$ cat config.mk
export PLATFORM = sky130hd
export DESIGN_NAME = lfsr_check
export DESIGN_NICKNAME = d
export VERILOG_FILES = /design/src/rtl/lfsr_check_pkg.sv /design/src/rtl/lfsr17_shift.sv /design/src/rtl/lfsr_check.sv
export SDC_FILE = /design/constraint.sdc
export NUM_CORES = 1
export LEC_CHECK = 0
export BUFFER_PORTS_ARGS = -buffer_cell sky130_fd_sc_hd__buf_4
export CORE_UTILIZATION = 60
export DETAILED_ROUTE_END_ITERATION = 10
export PLACE_DENSITY = 0.79
export SLEW_MARGIN = 0
export SYNTH_ARGS = -nofsm -noshare
export SYNTH_HDL_FRONTEND = slang
export SYNTH_HIERARCHICAL = 1
export SYNTH_SLANG_ARGS = --single-unit
$ cat constraint.sdc
create_clock -name clk -period 15.2 [get_ports clk]
set_input_delay 0.76 -clock clk [delete_from_list [all_inputs] [get_ports clk]]
set_output_delay 0.76 -clock clk [all_outputs]
set_load 0.02 [all_outputs]
$ cat src/rtl/lfsr_check_pkg.sv
// Shared register map, pattern encoding and width helper for the LFSR stream checker.
package lfsr_check_pkg;

  typedef logic [1:0] pattern_t;

  localparam pattern_t PAT_LFSR    = 2'd0;
  localparam pattern_t PAT_COUNTER = 2'd1;
  localparam pattern_t PAT_ONES    = 2'd2;
  localparam pattern_t PAT_ZEROS   = 2'd3;

  typedef logic [3:0] reg_addr_t;

  localparam reg_addr_t REG_ENABLE        = 4'd0;
  localparam reg_addr_t REG_RX_COUNT      = 4'd1;
  localparam reg_addr_t REG_CLR           = 4'd2;
  localparam reg_addr_t REG_REPEAT        = 4'd3;
  localparam reg_addr_t REG_LENGTH        = 4'd4;
  localparam reg_addr_t REG_PATTERN       = 4'd5;
  localparam reg_addr_t REG_ERR_COUNT     = 4'd6;
  localparam reg_addr_t REG_FRAME_COUNT   = 4'd7;
  localparam reg_addr_t REG_LEN_ERR_COUNT = 4'd8;
  localparam reg_addr_t REG_FIRST_ERR_IDX = 4'd9;

  function automatic int clog2(input int value);
    int bits;
    int rem;
    bits = 0;
    rem  = value - 1;
    while (rem > 0) begin
      bits = bits + 1;
      rem  = rem >> 1;
    end
    return bits;
  endfunction

endpackage

$ cat src/rtl/lfsr17_shift.sv
// 17-bit LFSR (x^17 + x^14 + 1) advanced DataBits steps per shift; dout is the current word.
// Shared with the source so both ends produce bit-identical sequences.
module lfsr17_shift #(
  parameter int          DataBits = 8,
  parameter logic [16:0] Seed     = 17'h15555
) (
  input  logic                clk,
  input  logic                rst,
  input  logic                init,
  input  logic                shift,
  output logic [DataBits-1:0] dout
);

  logic [16:0] state;
  logic [16:0] state_nxt;

  always_comb begin
    state_nxt = state;
    for (int i = 0; i < DataBits; i++) begin
      state_nxt = {state_nxt[15:0], state_nxt[16] ^ state_nxt[13]};
    end
  end

  always_ff @(posedge clk or posedge rst) begin
    if (rst) begin
      state <= Seed;
    end else if (init) begin
      state <= Seed;
    end else if (shift) begin
      state <= state_nxt;
    end
  end

  assign dout = state[DataBits-1:0];

endmodule

$ cat src/rtl/lfsr_check.sv
// Stream sink that checks received frames against a regenerated LFSR/counter/constant pattern
// and keeps saturating word, frame, data-error and length-error counters readable over APB.
module lfsr_check
  import lfsr_check_pkg::*;
#(
  parameter int          DataBits       = 8,
  parameter int          CountBits      = 32,
  parameter int          MaxLength      = 1024,
  parameter bit          EnableDefault  = 1'b0,
  parameter bit          RepeatDefault  = 1'b0,
  parameter int          PatternDefault = 0,
  parameter logic [16:0] LfsrSeed       = 17'h15555
) (
  input  logic                clk,
  input  logic                rst,
  input  logic [5:0]          cfg_paddr,
  input  logic                cfg_pwrite,
  input  logic                cfg_psel,
  input  logic                cfg_penable,
  input  logic [31:0]         cfg_pwdata,
  output logic                cfg_pready,
  output logic [31:0]         cfg_prdata,
  output logic                cfg_pslverr,
  input  logic                din_valid,
  output logic                din_ready,
  input  logic [DataBits-1:0] din_data,
  input  logic                din_eof
);

  localparam int          LenBits  = clog2(MaxLength + 1);
  localparam logic [31:0] MaxLen32 = 32'(MaxLength);

  logic                 enable;
  logic                 clr;
  logic                 rep_en;
  logic [LenBits-1:0]   length;
  pattern_t             pattern;

  logic [CountBits-1:0] rx_count;
  logic [CountBits-1:0] frame_count;
  logic [CountBits-1:0] err_count;
  logic [CountBits-1:0] len_err_count;
  logic [CountBits-1:0] first_err_idx;

  logic [LenBits-1:0]   len_count;
  logic [LenBits:0]     len_next;
  logic                 len_flag;
  logic                 len_viol;

  logic [DataBits-1:0]  cnt_gen;
  logic [DataBits-1:0]  lfsr_word;
  logic [DataBits-1:0]  exp_word;
  logic                 lfsr_rst;

  logic                 s1_vld;
  logic [DataBits-1:0]  s1_data;
  logic [DataBits-1:0]  s1_exp;
  logic [CountBits-1:0] s1_idx;

  logic                 apb_setup;
  logic                 apb_wr;
  logic                 apb_rd;
  reg_addr_t            apb_word;
  logic [31:0]          rd_val;
  logic                 rd_hit;
  logic [LenBits-1:0]   len_wr;
  logic                 accept;
  logic                 unused_paddr;

  function automatic logic [CountBits-1:0] sat_inc(input logic [CountBits-1:0] value);
    return (&value) ? value : value + 1'b1;
  endfunction

  assign cfg_pready   = 1'b1;
  assign cfg_pslverr  = 1'b0;
  assign apb_setup    = cfg_psel & ~cfg_penable;
  assign apb_wr       = apb_setup & cfg_pwrite;
  assign apb_rd       = apb_setup & ~cfg_pwrite;
  assign apb_word     = cfg_paddr[5:2];
  assign unused_paddr = ^cfg_paddr[1:0];

  // Length is clamped into [2, MaxLength] on write.
  always_comb begin
    len_wr = LenBits'(MaxLength);
    if (cfg_pwdata < 32'd2) begin
      len_wr = LenBits'(2);
    end else if (cfg_pwdata <= MaxLen32) begin
      len_wr = cfg_pwdata[LenBits-1:0];
    end
  end

  always_ff @(posedge clk or posedge rst) begin
    if (rst) begin
      enable  <= EnableDefault;
      clr     <= 1'b0;
      rep_en  <= RepeatDefault;
      length  <= LenBits'(MaxLength);
      pattern <= pattern_t'(PatternDefault);
    end else if (apb_wr) begin
      case (apb_word)
        REG_ENABLE:  enable  <= cfg_pwdata[0];
        REG_CLR:     clr     <= cfg_pwdata[0];
        REG_REPEAT:  rep_en  <= cfg_pwdata[0];
        REG_LENGTH:  length  <= len_wr;
        REG_PATTERN: pattern <= cfg_pwdata[1:0];
        default: ;
      endcase
    end
  end

  always_comb begin
    rd_val = '0;
    rd_hit = 1'b1;
    case (apb_word)
      REG_ENABLE:        rd_val = 32'(enable);
      REG_RX_COUNT:      rd_val = 32'(rx_count);
      REG_CLR:           rd_val = 32'(clr);
      REG_REPEAT:        rd_val = 32'(rep_en);
      REG_LENGTH:        rd_val = 32'(length);
      REG_PATTERN:       rd_val = 32'(pattern);
      REG_ERR_COUNT:     rd_val = 32'(err_count);
      REG_FRAME_COUNT:   rd_val = 32'(frame_count);
      REG_LEN_ERR_COUNT: rd_val = 32'(len_err_count);
      REG_FIRST_ERR_IDX: rd_val = 32'(first_err_idx);
      default:           rd_hit = 1'b0;
    endcase
  end

  always_ff @(posedge clk or posedge rst) begin
    if (rst) begin
      cfg_prdata <= '0;
    end else if (apb_rd && rd_hit) begin
      cfg_prdata <= rd_val;
    end
  end

  always_ff @(posedge clk or posedge rst) begin
    if (rst) begin
      din_ready <= 1'b0;
    end else begin
      din_ready <= enable & ~clr;
    end
  end

  assign accept = din_valid & din_ready;

  // Reference generators; Clr restarts both exactly as a reset would.
  assign lfsr_rst = rst | clr;

  lfsr17_shift #(
    .DataBits (DataBits),
    .Seed     (LfsrSeed)
  ) u_lfsr (
    .clk   (clk),
    .rst   (lfsr_rst),
    .init  (accept & din_eof & rep_en),
    .shift (accept),
    .dout  (lfsr_word)
  );

  always_ff @(posedge clk or posedge rst) begin
    if (rst) begin
      cnt_gen <= '0;
    end else if (clr) begin
      cnt_gen <= '0;
    end else if (accept) begin
      cnt_gen <= (din_eof && rep_en) ? '0 : cnt_gen + 1'b1;
    end
  end

  always_comb begin
    exp_word = lfsr_word;
    case (pattern)
      PAT_LFSR:    exp_word = lfsr_word;
      PAT_COUNTER: exp_word = cnt_gen;
      PAT_ONES:    exp_word = '1;
      PAT_ZEROS:   exp_word = '0;
      default:     exp_word = lfsr_word;
    endcase
  end

  always_ff @(posedge clk or posedge rst) begin
    if (rst) begin
      s1_vld  <= 1'b0;
      s1_data <= '0;
      s1_exp  <= '0;
      s1_idx  <= '0;
    end else if (clr) begin
      s1_vld  <= 1'b0;
    end else begin
      s1_vld <= accept;
      if (accept) begin
        s1_data <= din_data;
        s1_exp  <= exp_word;
        s1_idx  <= rx_count;
      end
    end
  end

  // len_count saturates, so the extra top bit keeps len_next from aliasing onto Length.
  assign len_next = (LenBits + 1)'(len_count) + 1'b1;
  assign len_viol = din_eof ? (len_next != (LenBits + 1)'(length))
                            : (len_next == (LenBits + 1)'(length));

  always_ff @(posedge clk or posedge rst) begin
    if (rst) begin
      rx_count      <= '0;
      frame_count   <= '0;
      err_count     <= '0;
      len_err_count <= '0;
      first_err_idx <= '1;
      len_count     <= '0;
      len_flag      <= 1'b0;
    end else if (clr) begin
      rx_count      <= '0;
      frame_count   <= '0;
      err_count     <= '0;
      len_err_count <= '0;
      first_err_idx <= '1;
      len_count     <= '0;
      len_flag      <= 1'b0;
    end else begin
      if (accept) begin
        rx_count <= sat_inc(rx_count);
        if (len_viol && !len_flag) begin
          len_err_count <= sat_inc(len_err_count);
        end
        if (din_eof) begin
          frame_count <= sat_inc(frame_count);
          len_count   <= '0;
          len_flag    <= 1'b0;
        end else begin
          len_count <= (&len_count) ? len_count : len_count + 1'b1;
          if (len_viol) begin
            len_flag <= 1'b1;
          end
        end
      end
      if (s1_vld && (s1_data != s1_exp)) begin
        err_count <= sat_inc(err_count);
        if (&first_err_idx) begin
          first_err_idx <= s1_idx;
        end
      end
    end
  end

endmodule
==> implementation parameters <==
Parameter                              Value

Status
  Result of the run    finished, final reports clean

Layout
  Layout-stage area growth over the synthesis result    12.4%
  Fin nets    1706
  Fraction of final layout cells sized beyond drive strength 1    14.0%
  Storage cell area    7440 um2
  Count of antenna diodes in the layout    0
  Final core area utilization    68.9%
  Most frequent standard cell in the layout excluding fill and tap cells    sky130_fd_sc_hd__dfrtp_1
  Number of fill cells in the layout    1905
  Final non-filler cell total    1996
  Footprint of the multi-input gates    6950 um2
  Most used cells in the layout excluding fill and tap cells    sky130_fd_sc_hd__dfrtp_1, sky130_fd_sc_hd__nand2_1, sky130_fd_sc_hd__o21ai_0

Critical path
  Cell seen most often among critical-path stages    sky130_fd_sc_hd__nor3_1
  Master of the slowest instance on the critical path    sky130_fd_sc_hd__nor3_1
  Required time at the worst-slack endpoint    15.65 ns
  Highest cell delay on the worst timing path    0.64 ns
  Setup crit start kind    flip-flop
  Largest delay share family, worst path    simple AND/OR/NAND/NOR gates
  Buffers & Inverters on Critical Path    1
  Worst Setup Path Type    reg2reg
  Series of cell instances along the critical path    ha_1, or3b_2, a21oi_1, a311oi_1, or4_1, nor3_1, mux2i_2, buf_4, nor3_1, mux2_2
  Maximum fanout along the worst path    40
  CP Data Arrival Time    4.31 ns
  Kind of end point of the critical path    flip-flop

Yosys
  Synthesized cell area    14900 um2
  Seq/Total Area, Yosys    49.7%
  Share of synthesized registers carrying an async set or reset    100%
  Top area cells in the synthesized netlist    sky130_fd_sc_hd__dfrtp_1, sky130_fd_sc_hd__dfstp_2, sky130_fd_sc_hd__nand2_1, sky130_fd_sc_hd__o21ai_0, sky130_fd_sc_hd__xnor2_1
  Synthesized area divided by synthesized cell count    9.24 um2
  #FFs+latches synth    295
  Synth area leader    sky130_fd_sc_hd__dfrtp_1
  Post-synthesis cell count    1617
  Most used DFF post-synth    sky130_fd_sc_hd__dfrtp_1
  Net count after synthesis    1676
  Proportion of netlist area held by the largest area contributor    42.4%
  Post-synth cell types    68
  Number of enable-type register cells in the synthesized netlist    0
  Count of warnings emitted by yosys    6

Clock network
  Number of buffers inserted to repair setup after CTS    0
  TritonCTS buffer count    31
  CTS tree    built
  CTS hold repair buffers    0
  Clock slew at the register clock pins of the worst setup and hold paths    0.06 ns
  Buffer levels on the longest clock path    3
  Cells resized by post-CTS repair    0
  Root Buffer    sky130_fd_sc_hd__clkbuf_16
  Clock insertion delay at the later pin of the skew report    0.57 ns
  Number of sinks on the clock net    295
  Maximum level of the CTS H-tree    1

Routing
  Detail-routed via count per cell    6.26
  Average wire per standard cell    18.5 um
  Total vias in the final route    12500
  Total DRC errors in the routed layout    0
  Routed Antenna Nets    0
  Count of TritonRoute iterations in the first routing pass    6
  Initial detailed-routing violation count    1112
  Wirelength, routed    36.9 mm

GRT
  Global-route usage over all layers    29.4%
  Met1 Resource Use GR    42.6%
  GR Layer Usage met3    3.27%
  Remaining global-route overflow    0
  Antenna violations before repair    0
  Met2 usage in global routing    46.7%
  Most used routing layer    met2
  First-pass GRT wire length    60.8 mm
  Largest net degree at the start of global routing    189
  Vias in the first global route    11900

Floorplanning
  Overall die width    160 um
  Initial standard-cell utilization of the core    61.3%
  Std-Cell Rows    57
  Die area    25500 um2
  Height of the die    160 um
  Number of ports placed on the die boundary    88
  Core Area    24400 um2

Placed design
  Routability congestion estimate    0.901
  I/O Buffers    83
  DP HPWL    25.0 mm
  Instance count after placement with tap cells included    1938

Pwr
  Clk pwr share    38.7%
  Power density over the cells    125 nW/um2
  Sequential cell fraction of total power    47.1%
  Leakage power    7.39 nW
  Final total power    2.10 mW
  Net switching component of the power    0.579 mW
  Internal power    1.52 mW
  Maximum VDD drop    105 uV
  Logic gate share of total power    14.2%
  Fraction of power spent switching nets    27.6%

STA
  Shortest clock period the worst path allows after layout    3.86 ns
  Rel. slew slack    24.3%
  RSZ-0062 raised after global routing    no
  Maximum clock skew at final layout    0.0147 ns
  Setup total negative slack    0 ns
  Post-route fraction of the period consumed by the critical path    25.4%
  Slew at the pin closest to its max-slew limit    1.14 ns
  Final Hold Viols    0
  Max Clock Freq    259 MHz
  Final setup viols    0
  Worst-case hold slack    0.267 ns
  Max Slew Vio Count    0

Job
  Reported max-cap violation count    0

Min path
  Hold/Removal Path Class    in2async
per-stage QoR:
stage          cell area, um2  worst slack (ns)
2_1_floorplan           14900              6.81
3_3_place_gp            15700             11.42
3_5_place_dp            15700             11.37
4_1_cts                 16800             11.36
5_1_grt                 16800             11.11
6_report                16800             11.34
worst paths after layout:
path                              start                end  slack (ns)  cells past startpoint
hold reg to reg              s1_idx[10]         s1_idx[10]        0.47                      2
setup / recovery           len_count[0]  len_err_count[31]       11.34                     10
max in group asynchronous           rst       rx_count[21]       13.45                      3
hold / removal                      rst       len_count[2]        0.27                      2
min in group clk            din_data[7]         s1_data[7]        0.38                      3
setup reg to reg           len_count[0]  len_err_count[31]       11.34                     10
metal layers:
| metal | up-vias | share of wire [%] |
|---|---|---|
| li1 | 5838 | - |
| met1 | 6123 | 45 |
| met2 | 460 | 47 |
| met3 | 66 | 6.1 |
| met4 | 0 | 2.8 |
| met5 | - | 0 |
power by group through the flow:
stage | clock network (mW) | logic, mW | registers [mW]
finish | 0.812 | 0.298 | 0.990
global route | 0.852 | 0.333 | 1.00
CTS | 0.819 | 0.299 | 0.988
detailed placement | 0 | 0.297 | 1.00
global placement | 0 | 0.284 | 0.996
floorplan | 0 | 0.236 | 0.972
cell usage after synthesis (all sizes together) (40+ instances only):
library cell  count
nand4            45
o21ai           137
clkbuf           81
a21oi            86
xnor2            60
a22oi            41
or3              40
dfstp            42
nand3            58
xor2             43
nor2            123
dfrtp           253
nand2           248
registers in the layout, summed over array words and instances, names as in the netlist, 2 cells and up:
| name | cells |
|---|---|
| cfg_prdata | 32 |
| cnt_gen | 8 |
| err_count | 32 |
| first_err_idx | 32 |
| frame_count | 32 |
| len_count | 11 |
| len_err_count | 32 |
| length | 11 |
| pattern | 2 |
| rx_count | 32 |
| s1_data | 8 |
| s1_exp | 8 |
| s1_idx | 32 |
| u_lfsr/state | 17 |
worst register-to-register path, cell delays in order, from the launching register on:
cell	delay (ns)
sky130_fd_sc_hd__dfrtp_1	0.46
sky130_fd_sc_hd__ha_1	0.37
sky130_fd_sc_hd__or3b_2	0.48
sky130_fd_sc_hd__a21oi_1	0.15
sky130_fd_sc_hd__a311oi_1	0.07
sky130_fd_sc_hd__or4_1	0.54
sky130_fd_sc_hd__nor3_1	0.64
sky130_fd_sc_hd__mux2i_2	0.28
sky130_fd_sc_hd__buf_4	0.37
sky130_fd_sc_hd__nor3_1	0.12
sky130_fd_sc_hd__mux2_2	0.28
area by class of cell:
cell class,count,area share (%)
flip-flops and latches,295,44.3
multi-input cells,1187,41.4
clock buffers,44,5.39
repair buffers,99,4.50
well taps,324,2.41
clock inverters,14,1.23
inverters,33,0.782
logic make-up (layout without fill, tap and decap cells):
family / after synthesis / count (layout) / synth area share, %
mux: 22 / 22 / 1.66
compound gates: 385 / 385 / 16.5
simple gates: 669 / 669 / 21.6
other cells: 2 / 2 / 0.0502
fa+ha+maj: 6 / 6 / 0.502
buf+inv: 135 / 190 / 3.93
xor+xnor: 103 / 103 / 6.04
flops: 295 / 295 / 49.7
No activity file was read; power rests on OpenSTA's default activity.
